File: config.mk
export PLATFORM = sky130hd
export DESIGN_NAME = crc8_trailer_flat
export DESIGN_NICKNAME = d
export VERILOG_FILES = /design/src/rtl/crc8_pkg.sv /design/src/rtl/crc8_trailer_if.sv /design/src/rtl/crc8_accum.sv /design/src/rtl/crc8_trailer.sv /design/src/flat_wrapper.sv
export SDC_FILE = /design/constraint.sdc
export NUM_CORES = 1
export LEC_CHECK = 0
export BUFFER_PORTS_ARGS = -buffer_cell sky130_fd_sc_hd__buf_4
export CAP_MARGIN = 20
export CORE_ASPECT_RATIO = 1.4
export CORE_MARGIN = 2
export CORE_UTILIZATION = 35
export CTS_BUF_LIST = sky130_fd_sc_hd__clkbuf_8
export CTS_CLUSTER_SIZE = 28
export DETAILED_ROUTE_END_ITERATION = 8
export PLACE_DENSITY = 0.57
export SLEW_MARGIN = 15
export SYNTH_ARGS = -nofsm -noshare
export SYNTH_HDL_FRONTEND = slang
export SYNTH_SLANG_ARGS = --single-unit
File: constraint.sdc
create_clock -name clk_i -period 1.7 [get_ports clk_i]
set_input_delay 0 -clock clk_i [delete_from_list [all_inputs] [get_ports clk_i]]
set_output_delay 0 -clock clk_i [all_outputs]
set_load 0.005 [all_outputs]
File: src/rtl/crc8_pkg.sv
// Shared CRC-8 trailer types, default constants and the single-cycle CRC step.
package crc8_pkg;

  typedef enum logic [1:0] {PASS, CRC, WAIT, SEQ} state_e;

  localparam logic [7:0] CRC8_POLY_DEFAULT = 8'h07;
  localparam logic [7:0] CRC8_INIT_DEFAULT = 8'h00;

  // MSB-first, unreflected: fold the byte in, then shift out 8 bits.
  function automatic logic [7:0] crc8_step(input logic [7:0] crc, input logic [7:0] data,
                                           input logic [7:0] poly);
    logic [7:0] c;
    c = crc ^ data;
    for (int i = 0; i < 8; i++) begin
      c = c[7] ? ((c << 1) ^ poly) : (c << 1);
    end
    return c;
  endfunction

endpackage

File: src/rtl/crc8_trailer_if.sv
// Byte-wide valid/ready stream bundle used on both sides of the CRC trailer stage.
interface crc8_trailer_if #(
  parameter int unsigned Width = 8
);
  logic [Width-1:0] data;
  logic             valid;
  logic             ready;

  modport master (output data, output valid, input ready);
  modport slave  (input data, input valid, output ready);
endinterface

File: src/rtl/crc8_accum.sv
// Running CRC-8 register with synchronous clear and per-byte enable.
module crc8_accum
  import crc8_pkg::*;
#(
  parameter logic [7:0] Poly = CRC8_POLY_DEFAULT,
  parameter logic [7:0] Init = CRC8_INIT_DEFAULT
) (
  input  logic       clk_i,
  input  logic       rst_ni,
  input  logic       clear_i,
  input  logic       en_i,
  input  logic [7:0] data_i,
  output logic [7:0] crc_o
);

  logic [7:0] r_crc;
  logic [7:0] w_crc_next;

  assign w_crc_next = crc8_step(r_crc, data_i, Poly);
  assign crc_o      = r_crc;

  always_ff @(posedge clk_i or negedge rst_ni) begin
    if (!rst_ni) begin
      r_crc <= Init;
    end else if (clear_i) begin
      r_crc <= Init;
    end else if (en_i) begin
      r_crc <= w_crc_next;
    end
  end

endmodule

File: src/rtl/crc8_trailer.sv
// Pass-through byte stage that appends a CRC-8 byte after every PacketLenBytes-byte packet.
// Define CRC8_TRAILER_SEQ_EN to also append a wrapping frame sequence byte after the CRC.
module crc8_trailer
  import crc8_pkg::*;
#(
  parameter int unsigned Width          = 8,
  parameter int unsigned PacketLenBytes = 9463,
  parameter logic [7:0]  Poly           = CRC8_POLY_DEFAULT,
  parameter logic [7:0]  Init           = CRC8_INIT_DEFAULT
) (
  input  logic           clk_i,
  input  logic           rst_ni,
  crc8_trailer_if.slave  up_if,
  crc8_trailer_if.master dn_if,
  output logic [7:0]     crc_o
);

  localparam int unsigned     CntW    = $clog2(PacketLenBytes + 1);
  localparam logic [CntW-1:0] LastIdx = CntW'(PacketLenBytes - 1);

  state_e           r_state;
  logic [CntW-1:0]  r_count;
  logic [Width-1:0] r_data;
  logic             r_valid;
  logic [7:0]       r_crc_out;
`ifdef CRC8_TRAILER_SEQ_EN
  logic [7:0]       r_seq;
`endif

  logic       w_up_ready;
  logic       w_up_fire;
  logic       w_dn_fire;
  logic       w_slot_free;
  logic       w_crc_load;
  logic [7:0] w_crc;

  assign w_slot_free = !r_valid || dn_if.ready;
  assign w_up_ready  = (r_state == PASS) && w_slot_free;
  assign w_up_fire   = up_if.valid && w_up_ready;
  assign w_dn_fire   = r_valid && dn_if.ready;
  assign w_crc_load  = (r_state == CRC) && w_slot_free;

  assign up_if.ready = w_up_ready;
  assign dn_if.data  = r_data;
  assign dn_if.valid = r_valid;
  assign crc_o       = r_crc_out;

  // Cleared as the trailer is loaded, so the next packet starts from the seed.
  crc8_accum #(
    .Poly(Poly),
    .Init(Init)
  ) u_accum (
    .clk_i  (clk_i),
    .rst_ni (rst_ni),
    .clear_i(w_crc_load),
    .en_i   (w_up_fire),
    .data_i (up_if.data[7:0]),
    .crc_o  (w_crc)
  );

  always_ff @(posedge clk_i or negedge rst_ni) begin
    if (!rst_ni) begin
      r_state   <= PASS;
      r_count   <= '0;
      r_data    <= '0;
      r_valid   <= 1'b0;
      r_crc_out <= 8'h00;
`ifdef CRC8_TRAILER_SEQ_EN
      r_seq     <= 8'h00;
`endif
    end else begin
      case (r_state)
        PASS: begin
          if (w_up_fire) begin
            r_data  <= up_if.data;
            r_valid <= 1'b1;
            if (r_count == LastIdx) begin
              r_count <= '0;
              r_state <= CRC;
            end else begin
              r_count <= r_count + CntW'(1);
            end
          end else if (w_dn_fire) begin
            r_valid <= 1'b0;
          end
        end
        CRC: begin
          if (w_slot_free) begin
            r_data    <= Width'(w_crc);
            r_valid   <= 1'b1;
            r_crc_out <= w_crc;
            r_state   <= WAIT;
          end
        end
        WAIT: begin
          if (w_dn_fire) begin
`ifdef CRC8_TRAILER_SEQ_EN
            // Slot is reused immediately for the sequence byte.
            r_data  <= Width'(r_seq);
            r_state <= SEQ;
`else
            r_valid <= 1'b0;
            r_state <= PASS;
`endif
          end
        end
`ifdef CRC8_TRAILER_SEQ_EN
        SEQ: begin
          if (w_dn_fire) begin
            r_valid <= 1'b0;
            r_seq   <= r_seq + 8'd1;
            r_state <= PASS;
          end
        end
`endif
        default: r_state <= PASS;
      endcase
    end
  end

endmodule

File: src/flat_wrapper.sv
// flat-port wrapper written by rule: the top's interface ports become plain ports
module crc8_trailer_flat import crc8_pkg::*;
#(
  parameter int unsigned Width          = 8,
  parameter int unsigned PacketLenBytes = 9463,
  parameter logic [7:0]  Poly           = CRC8_POLY_DEFAULT,
  parameter logic [7:0]  Init           = CRC8_INIT_DEFAULT
)
  (clk_i, rst_ni, crc_o, up_if_data, up_if_valid, up_if_ready, dn_if_data, dn_if_valid, dn_if_ready);
  crc8_trailer_if #(.Width(Width)) up_if_i ();
  crc8_trailer_if #(.Width(Width)) dn_if_i ();
  input  logic clk_i;
  input  logic rst_ni;
  output logic [7:0] crc_o;
  input wire logic [$bits(up_if_i.data)-1:0] up_if_data;
  input wire logic [$bits(up_if_i.valid)-1:0] up_if_valid;
  output wire logic [$bits(up_if_i.ready)-1:0] up_if_ready;
  output wire logic [$bits(dn_if_i.data)-1:0] dn_if_data;
  output wire logic [$bits(dn_if_i.valid)-1:0] dn_if_valid;
  input wire logic [$bits(dn_if_i.ready)-1:0] dn_if_ready;
  assign up_if_i.data = up_if_data;
  assign up_if_i.valid = up_if_valid;
  assign up_if_ready = up_if_i.ready;
  assign dn_if_data = dn_if_i.data;
  assign dn_if_valid = dn_if_i.valid;
  assign dn_if_i.ready = dn_if_ready;
  crc8_trailer #(.Width(Width), .PacketLenBytes(PacketLenBytes), .Poly(Poly), .Init(Init)) u_core (.clk_i(clk_i), .rst_ni(rst_ni), .up_if(up_if_i), .dn_if(dn_if_i), .crc_o(crc_o));
endmodule
After elaboration in Yosys (flattened, before gate mapping). Cells that the tools add are included.

Add/subtract/negate cells: 1. Multiply operators: 0. Div/mod/pow operators: 0. Magnitude comparators: 0. Equality and inequality tests: 7. Shift-type cells: 0. Mux-type cells: 23. Bitwise operators: 9. Reductions and logical operators: 15.

Operator list (count): 8-bit two-way mux (4); 3-bit two-way mux (8); 3-bit inverter (8); 8-bit case mux with 2 select lines (1); 14-bit by 1-bit adder with 14-bit output, second input constant (1); 14-bit equality test, second input constant (1); 14-bit two-way mux (1); 2-bit two-way mux (4); 8-bit XOR (1); 2-bit case mux with 3 select lines (1); 2-bit AND reduction (3); 1-bit logical AND (4); 2-bit by 1-bit inequality test with 1-bit output, second input constant (2); 2-bit inequality test, second input constant (2); 4-bit AND reduction (1); 2-bit nonzero test (2); 1-bit two-way mux (3); 1-bit case mux with 3 select lines (1); 3-bit AND reduction (1); 3-bit nonzero test (1); 2-bit by 1-bit equality test with 1-bit output, second input constant (1); 2-bit equality test, second input constant (1); 2-bit logical NOT (1); 1-bit logical NOT (1); 1-bit logical OR (1).

Register bits: 41. Latch bits: 0. Memory bits (writable): 0. Memory bits (read-only): 0. Input bits: 12. Output and inout bits: 18. Logic and storage cells: 61. Memories: 0.

Logic depth before layout (Yosys ltp). Gate-level depths: netlist of run 1.

Depth in word-level cells: 19. Depth in mapped cells: 7. Mapped depth without buffers: 7.

Hierarchy. From an unflattened synthesis of run 1, not the netlist that was laid out.

Cells, all modules: 218. Area total of the unflattened synthesis: 2421.1 µm².

By module, submodules not included: crc8_trailer (instances 1, cells an instance 161, area each 1784.2 µm², seq. area each 825.8 µm²); crc8_accum (instances 1, cells an instance 57, area each 636.9 µm², seq. area each 200.2 µm²).

Worst setup path after synthesis of run 1. No wires, ideal clock.

Path type: flip-flop to flip-flop. Start: register u_core.r_state[0]. End: register u_core.r_count[7]. Library setup time: 0.121 ns. Arrival time: 1.635 ns. Data required time: 1.579 ns. Slack: -0.056 ns. Stages on the path, launching flop included: 8. Path buffers: 0. Clock period less this slack: 1.756 ns. Cell sequence: dfrtp_1 > inv_1 > ha_1 > nand2_2 > nor4b_4 > and3_2 > o21ai_1 > a22o_1.

Longest elaborated chain between the ends: 4.

Ends and longest elaborated chain: start, declared (RTL line crc8_trailer.sv:21) `state_e r_state;`; start signal, assigned (RTL line crc8_trailer.sv:63) `r_state <= PASS;`; start signal, assigned (RTL line crc8_trailer.sv:79) `r_state <= CRC;`; start signal, assigned (RTL line crc8_trailer.sv:92) `r_state <= WAIT;`; 2-bit logical NOT * (RTL line crc8_trailer.sv:38, crc8_trailer.sv:72); 1-bit logical AND (RTL line crc8_trailer.sv:38) `assign w_up_ready = (r_state == PASS) && w_slot_free;`; 1-bit logical AND (RTL line crc8_trailer.sv:39) `assign w_up_fire = up_if.valid && w_up_ready;`; 2-bit AND reduction (no line) *; end signal, assigned (RTL line crc8_trailer.sv:81) `r_count <= r_count + CntW'(1);`; end, declared (RTL line crc8_trailer.sv:22) `logic [CntW-1:0] r_count;`.

Mark *: on every way between the ends. The rest lies on a longest branch, timed or not. A chain may end at the register's enable or synchronous reset.

Worst setup path in the final report of run 1.
Start: register u_core.r_count[0]. End: register u_core.r_state[0].

Longest elaborated chain between the ends: 3.

Ends and longest elaborated chain: 14-bit equality test (RTL line crc8_trailer.sv:77) `if (r_count == LastIdx) begin`; 2-bit inequality test (no line); 4-bit AND reduction (no line); end signal, assigned (RTL line crc8_trailer.sv:79); end signal, assigned (RTL line crc8_trailer.sv:92); end signal, assigned (RTL line crc8_trailer.sv:103) `r_state <= PASS;`.

No other way between the ends.

==> metrics.cfg, run 1 <==
[global_routing]
grt_util_met2 = 0.2523
grt_pass1_vias = 1703
grt.busiest_layer = met2
overflow = 0
gr-usage-met1 = 0.1916
grt.total_usage = 0.1506
grtUsageMet3 = 0.03008
grt_pass1_wl_mm = 8.155
antenna_found_initial = 0
grt_max_degree = 42

[route]
drt-initial-drc-count = 39
wirelength_mm = 4.774
vias = 1662
avgViaCountPerCell = 4.845
ant_nets = 0
wl_per_cell_um = 13.92
drc = 0
first_pass_iters = 5

[sta]
max_freq_mhz = 578.6
worst_pin_slew_ps = 528.7
setup_slack_ps = -28.23
finClkSkew_ps = 5.866
grt_setup_unrepaired = true
fin_crit_sh = 1.017
setup_viol = 2
hold_viol_final = 0
fin_crit_ps = 1728
relSlewSlack = 0.6475
slew_viol_final = 0

[hold_path]
hp-class = in -> reg
whs_path_depth = 3
holdPathEnd = u_core.dn_if.data[7]
worstHoldStart = up_if_data[7]

[floorplanning]
die_x_um = 70.72
die_h_um = 97.40
ioPinCount = 30
initial_core_util = 0.3560
core-area_um2 = 6126
rows = 34
dieArea_um2 = 6888

[critical_path]
reg2reg_depth = 7
cp.required_ps = 1880
cp-startpoint = u_core.r_count[0]
rr_endpoint = u_core.r_state[0]
crit_path_start_kind = register
reg2reg_from = u_core.r_count[0]
cp_max_fo = 2
path_class = reg -> reg
cp_data_arrival_time_ps = 1910
rrSetupSlack_ps = -30
worstSetupEndpointType = register

[place]
io_buffer_count = 29
post-dp-hpwl_mm = 3.587
dpl.cell_count = 331
gp_congestion = 0.7840
pre_cts_slack_ps = -36.94

[final_layout]
syn_to_final_growth_pct = 31.78
drive_above_1_share = 0.3358
nets = 290
num-fill-cells = 612
finalNonFillerCells = 343
diodes = 0

[synth]
ys_top_cells_by_area = dfrtp_1 (47%), xnor2_1 (8.4%), ha_1 (4.0%)
synth_nets = 223
ys_seq_area_frac = 0.4705
synth.ff_latch_count = 41
synthArstFlopShare = 1.000
synth_top_area_frac = 0.4705
synth_edf_count = 0
yosysWarnings = 0
ys_top_cells_by_count = dfrtp_1 (41), xnor2_1 (21), nand2_1 (18), nor2_1 (16), a21oi_1 (15)
synthCells = 204
synth_cell_types = 41
ys.flop_type = dfrtp_1
synth_most_common_cell = dfrtp_1
yosys.area.top_type = dfrtp_1
netlist_area_um2 = 2181
avgSynthCellArea_um2 = 10.69

[clocking]
cts_root_buf = clkbuf_8
cts_made_buffers = 5
cts_sinks = 41
tritoncts = yes
path_clk_slew_ps = 80
clock_path_buffers = 2
clkLatencyLatePin_ps = 290
h-tree-depth = 2

[run]
drv_cap = 0

[pwr]
peakVddDrop_uv = 715.5
p_leak_nw = 1.308
powerDensity_nw_per_um2 = 1111

[outcome]
outcome = complete, but fails checks
violations = negative setup slack

-- placed cells by master (no fill, tap or decap), types with 2 or more instances in the layout --
master,instances
nand2_1,18
dfrtp_1,41
mux2_1,2
nor2_1,16
o22ai_1,3
xnor2_1,21
nand3_1,8
mux2_2,5
inv_2,2
inv_1,4
nand2b_1,3
o21ai_0,11
o21ai_1,2
o31ai_1,2
buf_4,61
clkbuf_8,6
xor2_1,6
nor4b_4,2
a22o_1,4
nand4_1,2
mux2i_1,8
ha_1,5
a21oi_1,14
-- flip-flops by register name, indices dropped and copies added (netlist names) --
signal	cells
u_core.dn_if.data	8
u_core.dn_if.valid	1
u_core.u_accum.crc_o	8
u_core.crc_o	8
u_core.r_count	14
u_core.r_state	2
-- kinds of logic after synthesis --
kind of cell,count (synthesis),synth area share
simple gates,63,0.1675
mux,15,0.07286
xor+xnor,29,0.1262
buf+inv,9,0.01606
flops,41,0.4705
compound gates,40,0.1067
fa+ha+maj,7,0.04016
-- what timing repair did --
action	4_1_cts	5_1_grt
endpoints found under the hold margin	41	0
resized for setup	1	5
setup buffers	0	4
pin swaps	2	3
endpoints found under the setup margin	3	12
hold buffers	1	0
-- per-layer routing --
metal	wire length [µm]	part of all wire	vias to the layer above
met1	2061	0.43	789
met2	2513	0.53	28
li1	-	-	837
met5	0	0	-
met4	63	0.013	0
met3	136	0.028	8
-- report_power, final --
group	internal [W]	total [W]	switching, W
sequential	0.00115	0.00130	0.000158
clock	0.000321	0.000660	0.000339
combinational	0.000648	0.00123	0.000581
total	0.00211	0.00319	0.00108
-- critical path: stages, from the launching register on --
cell and delay, ps:
dfrtp_1 390, inv_1 60, ha_1 150, nor4b_4 210, and4b_4 270, nand2_2 70, a21o_1 180, mux2_1 300
-- stage by stage --
step           utilization  hold slack [ps]  area [µm²]  total power, W  TNS (ps)
5_1_grt             0.4692            52.60        2874        0.003443    -376.2
3_5_place_dp        0.4444            19.08        2723        0.002528    -78.34
4_1_cts             0.4624            31.52        2833        0.003209    -52.78
2_1_floorplan            -           -295.6        2197        0.002144    -21.74
6_report            0.4692            34.43        2874        0.003192    -55.53
3_3_place_gp        0.4444            24.04        2723        0.002509    -15.68
-- layout make-up --
cell class              count  area, µm²  area share
flip-flops and latches     41       1026      0.3570
repair buffers             63      488.0      0.1698
clock inverters             1      7.507    0.002612
clock buffers               6      82.58     0.02873
inverters                   6      22.52    0.007836
well taps                  72      90.09     0.03135
multi-input cells         154       1157      0.4027
-- worst max-delay path by stage --
stage                        endpoint  cells past startpoint
finish              u_core.r_state[0]                      7
global route        u_core.r_state[1]                      7
CTS                 u_core.r_state[1]                      7
detailed placement  u_core.r_state[0]                      7
global placement    u_core.r_state[0]                      7
floorplan           u_core.r_count[7]                      7
Note: power is estimated with default switching activity, not from simulation.
==> run 2: changes to the inputs <==
- CAP_MARGIN: 20 -> unset
- CELL_PAD_IN_SITES_DETAIL_PLACEMENT: unset -> 1
- CELL_PAD_IN_SITES_GLOBAL_PLACEMENT: unset -> 1
- PLACE_DENSITY: 0.57 -> 0.69
==> metrics.cfg, run 2 (synthesis gave the netlist of run 1 again) <==
[outcome]
outcome = complete, but fails checks
violations = negative setup slack

[global_routing]
antenna_found_initial = 0  ; unchanged
grt_pass1_vias = 1987  ; +17%
grt.total_usage = 0.1747  ; +0.02406
overflow = 0  ; unchanged
grt_max_degree = 42  ; unchanged
grt_pass1_wl_mm = 9.480  ; +16%

[clocking]
path_clk_slew_ps = 90  ; about the same
cts_sinks = 41  ; unchanged
clock_path_buffers = 2  ; unchanged
h-tree-depth = 2  ; unchanged
cts_root_buf = clkbuf_8
cts_made_buffers = 5  ; unchanged
tritoncts = yes
clkLatencyLatePin_ps = 300  ; about the same

[final_layout]
seqCellArea_um2 = 1026  ; unchanged
nets = 292  ; +0.69%
final_common_cell = buf_4
largest_reg_flops = 14  ; unchanged
drive_above_1_share = 0.3504  ; +0.01457
top_register = u_core.r_count
syn_to_final_growth_pct = 34.65
most-common-layout-cells = buf_4 (63), dfrtp_1 (41), xnor2_1 (21), nand2_1 (17), nor2_1 (16)
final_util = 0.4794  ; +0.01021
num-fill-cells = 702  ; +15%
multi_input_area_um2 = 1175  ; +1.5%
final_area_um2 = 2937  ; +2.2%
diodes = 0  ; unchanged

[sta]
setup_slack_ps = -73.74  ; -45.51 ps
relSlewSlack = 0.6415  ; -0.006070
setup_viol = 3  ; +1
fin_crit_sh = 1.043  ; +0.02677
hold_viol_final = 0  ; unchanged
max_freq_mhz = 563.8  ; -2.6%
slew_viol_final = 0  ; unchanged
grt_setup_unrepaired = true
worst_pin_slew_ps = 537.8  ; +9.104 ps
finClkSkew_ps = 10.75  ; +4.882 ps
fin_crit_ps = 1774  ; +45.51 ps

[place]
gp_congestion = 0.7620  ; -2.8%
io_buffer_count = 29  ; unchanged
pre_cts_slack_ps = -75.34  ; -38.40 ps
post-dp-hpwl_mm = 4.131  ; +15%
post_dp_cell_area_um2 = 2725  ; about the same

[critical_path]
crit_path_start_kind = register
cp.required_ps = 1880  ; about the same
worstSetupEndpointType = register
cp_max_fo = 2  ; unchanged
cp_data_arrival_time_ps = 1950  ; +40 ps
cp_num_buf_inv = 1  ; unchanged
cp_slowest_stage_delay_ps = 390  ; about the same
path_cells = inv_1 -> ha_1 -> nor4b_4 -> and4b_4 -> nand2_2 -> a21o_1 -> mux2_4
cpMaxStageDelayCell = dfrtp_1
path_class = reg -> reg
path_delay_family = simple AND/OR/NAND/NOR gates

[run]
drv_cap = 0  ; unchanged

[floorplanning]
core-area_um2 = 6126  ; unchanged
die_x_um = 70.72  ; unchanged
dieArea_um2 = 6888  ; unchanged
ioPinCount = 30  ; unchanged
die_h_um = 97.40  ; unchanged
initial_core_util = 0.3560  ; unchanged
rows = 34  ; unchanged

[hold_path]
hp-class = in -> reg

[pwr]
powerDensity_nw_per_um2 = 1154  ; +3.9%
p_leak_nw = 1.340  ; +2.4%
peakVddDrop_uv = 640.2  ; -11%

[route]
drt-initial-drc-count = 49  ; +26%
wirelength_mm = 5.596  ; +17%
vias = 1784  ; +7.3%
wl_per_cell_um = 16.17  ; +16%
avgViaCountPerCell = 5.156  ; +6.4%
ant_nets = 0  ; unchanged
first_pass_iters = 4  ; -1
drc = 0  ; unchanged

## run 2: area by class of cell
type | count | area share
clock buffer | 6 | 0.02812
clock inverter | 2 | 0.01278
inverter | 6 | 0.007669
multi-input combinational | 154 | 0.4001
sequential | 41 | 0.3494
tap | 72 | 0.03068
timing repair buffer | 65 | 0.1713
## run 2: worst paths after layout
path	startpoint	endpoint	slack, ps	cells past startpoint
max	u_core.r_count[0]	u_core.r_state[0]	-70	7
min	up_if_data[3]	u_core.dn_if.data[3]	60	3
max reg2reg	u_core.r_count[0]	u_core.r_state[0]	-70	7
min reg2reg	u_core.crc_o[0]	u_core.crc_o[0]	500	2
max in group asynchronous	rst_ni	u_core.u_accum.crc_o[4]	1100	2
min in group asynchronous	rst_ni	u_core.r_count[3]	220	2
## run 2: per-layer routing
| layer | vias up | global-route usage | part of all wire |
|---|---|---|---|
| li1 | 846 | - | - |
| met3 | 10 | 0.02697 | 0.021 |
| met4 | 0 | 0.05660 | 0.023 |
| met5 | - | 0 | 0 |
| met2 | 26 | 0.3264 | 0.57 |
| met1 | 902 | 0.1977 | 0.38 |
## run 2: report_power, final
part	leakage, nW	switching [W]	internal (W)	total [W]
registers	0.528	0.000154	0.00114	0.00130
clock network	0.0574	0.000364	0.000478	0.000842
logic	0.755	0.000605	0.000643	0.00125
total	1.34	0.00112	0.00227	0.00339
## run 2: per-stage QoR
stage	hold WS [ps]	TNS, ps	total power (W)	instances
2_1_floorplan	-295.6	-21.74	0.002144	204
3_3_place_gp	25.46	-6.293	0.002519	333
3_5_place_dp	32.20	-122.3	0.002561	333
4_1_cts	52.83	-123.3	0.003435	343
5_1_grt	75.09	-537.9	0.003636	346
6_report	60.10	-141.1	0.003388	346
## run 2: timing repair
action | 4_1_cts | 5_1_grt
endpoints found under the hold margin | 41 | 0
hold buffers | 1 | 0
pin swaps | 2 | 5
setup buffers | 1 | 3
endpoints found under the setup margin | 3 | 20
gates resized for setup | 2 | 8
## run 2: tightest hold or removal path: stages
cell and delay (ps):
buf_4 90, mux2i_1 80, a21oi_1 140
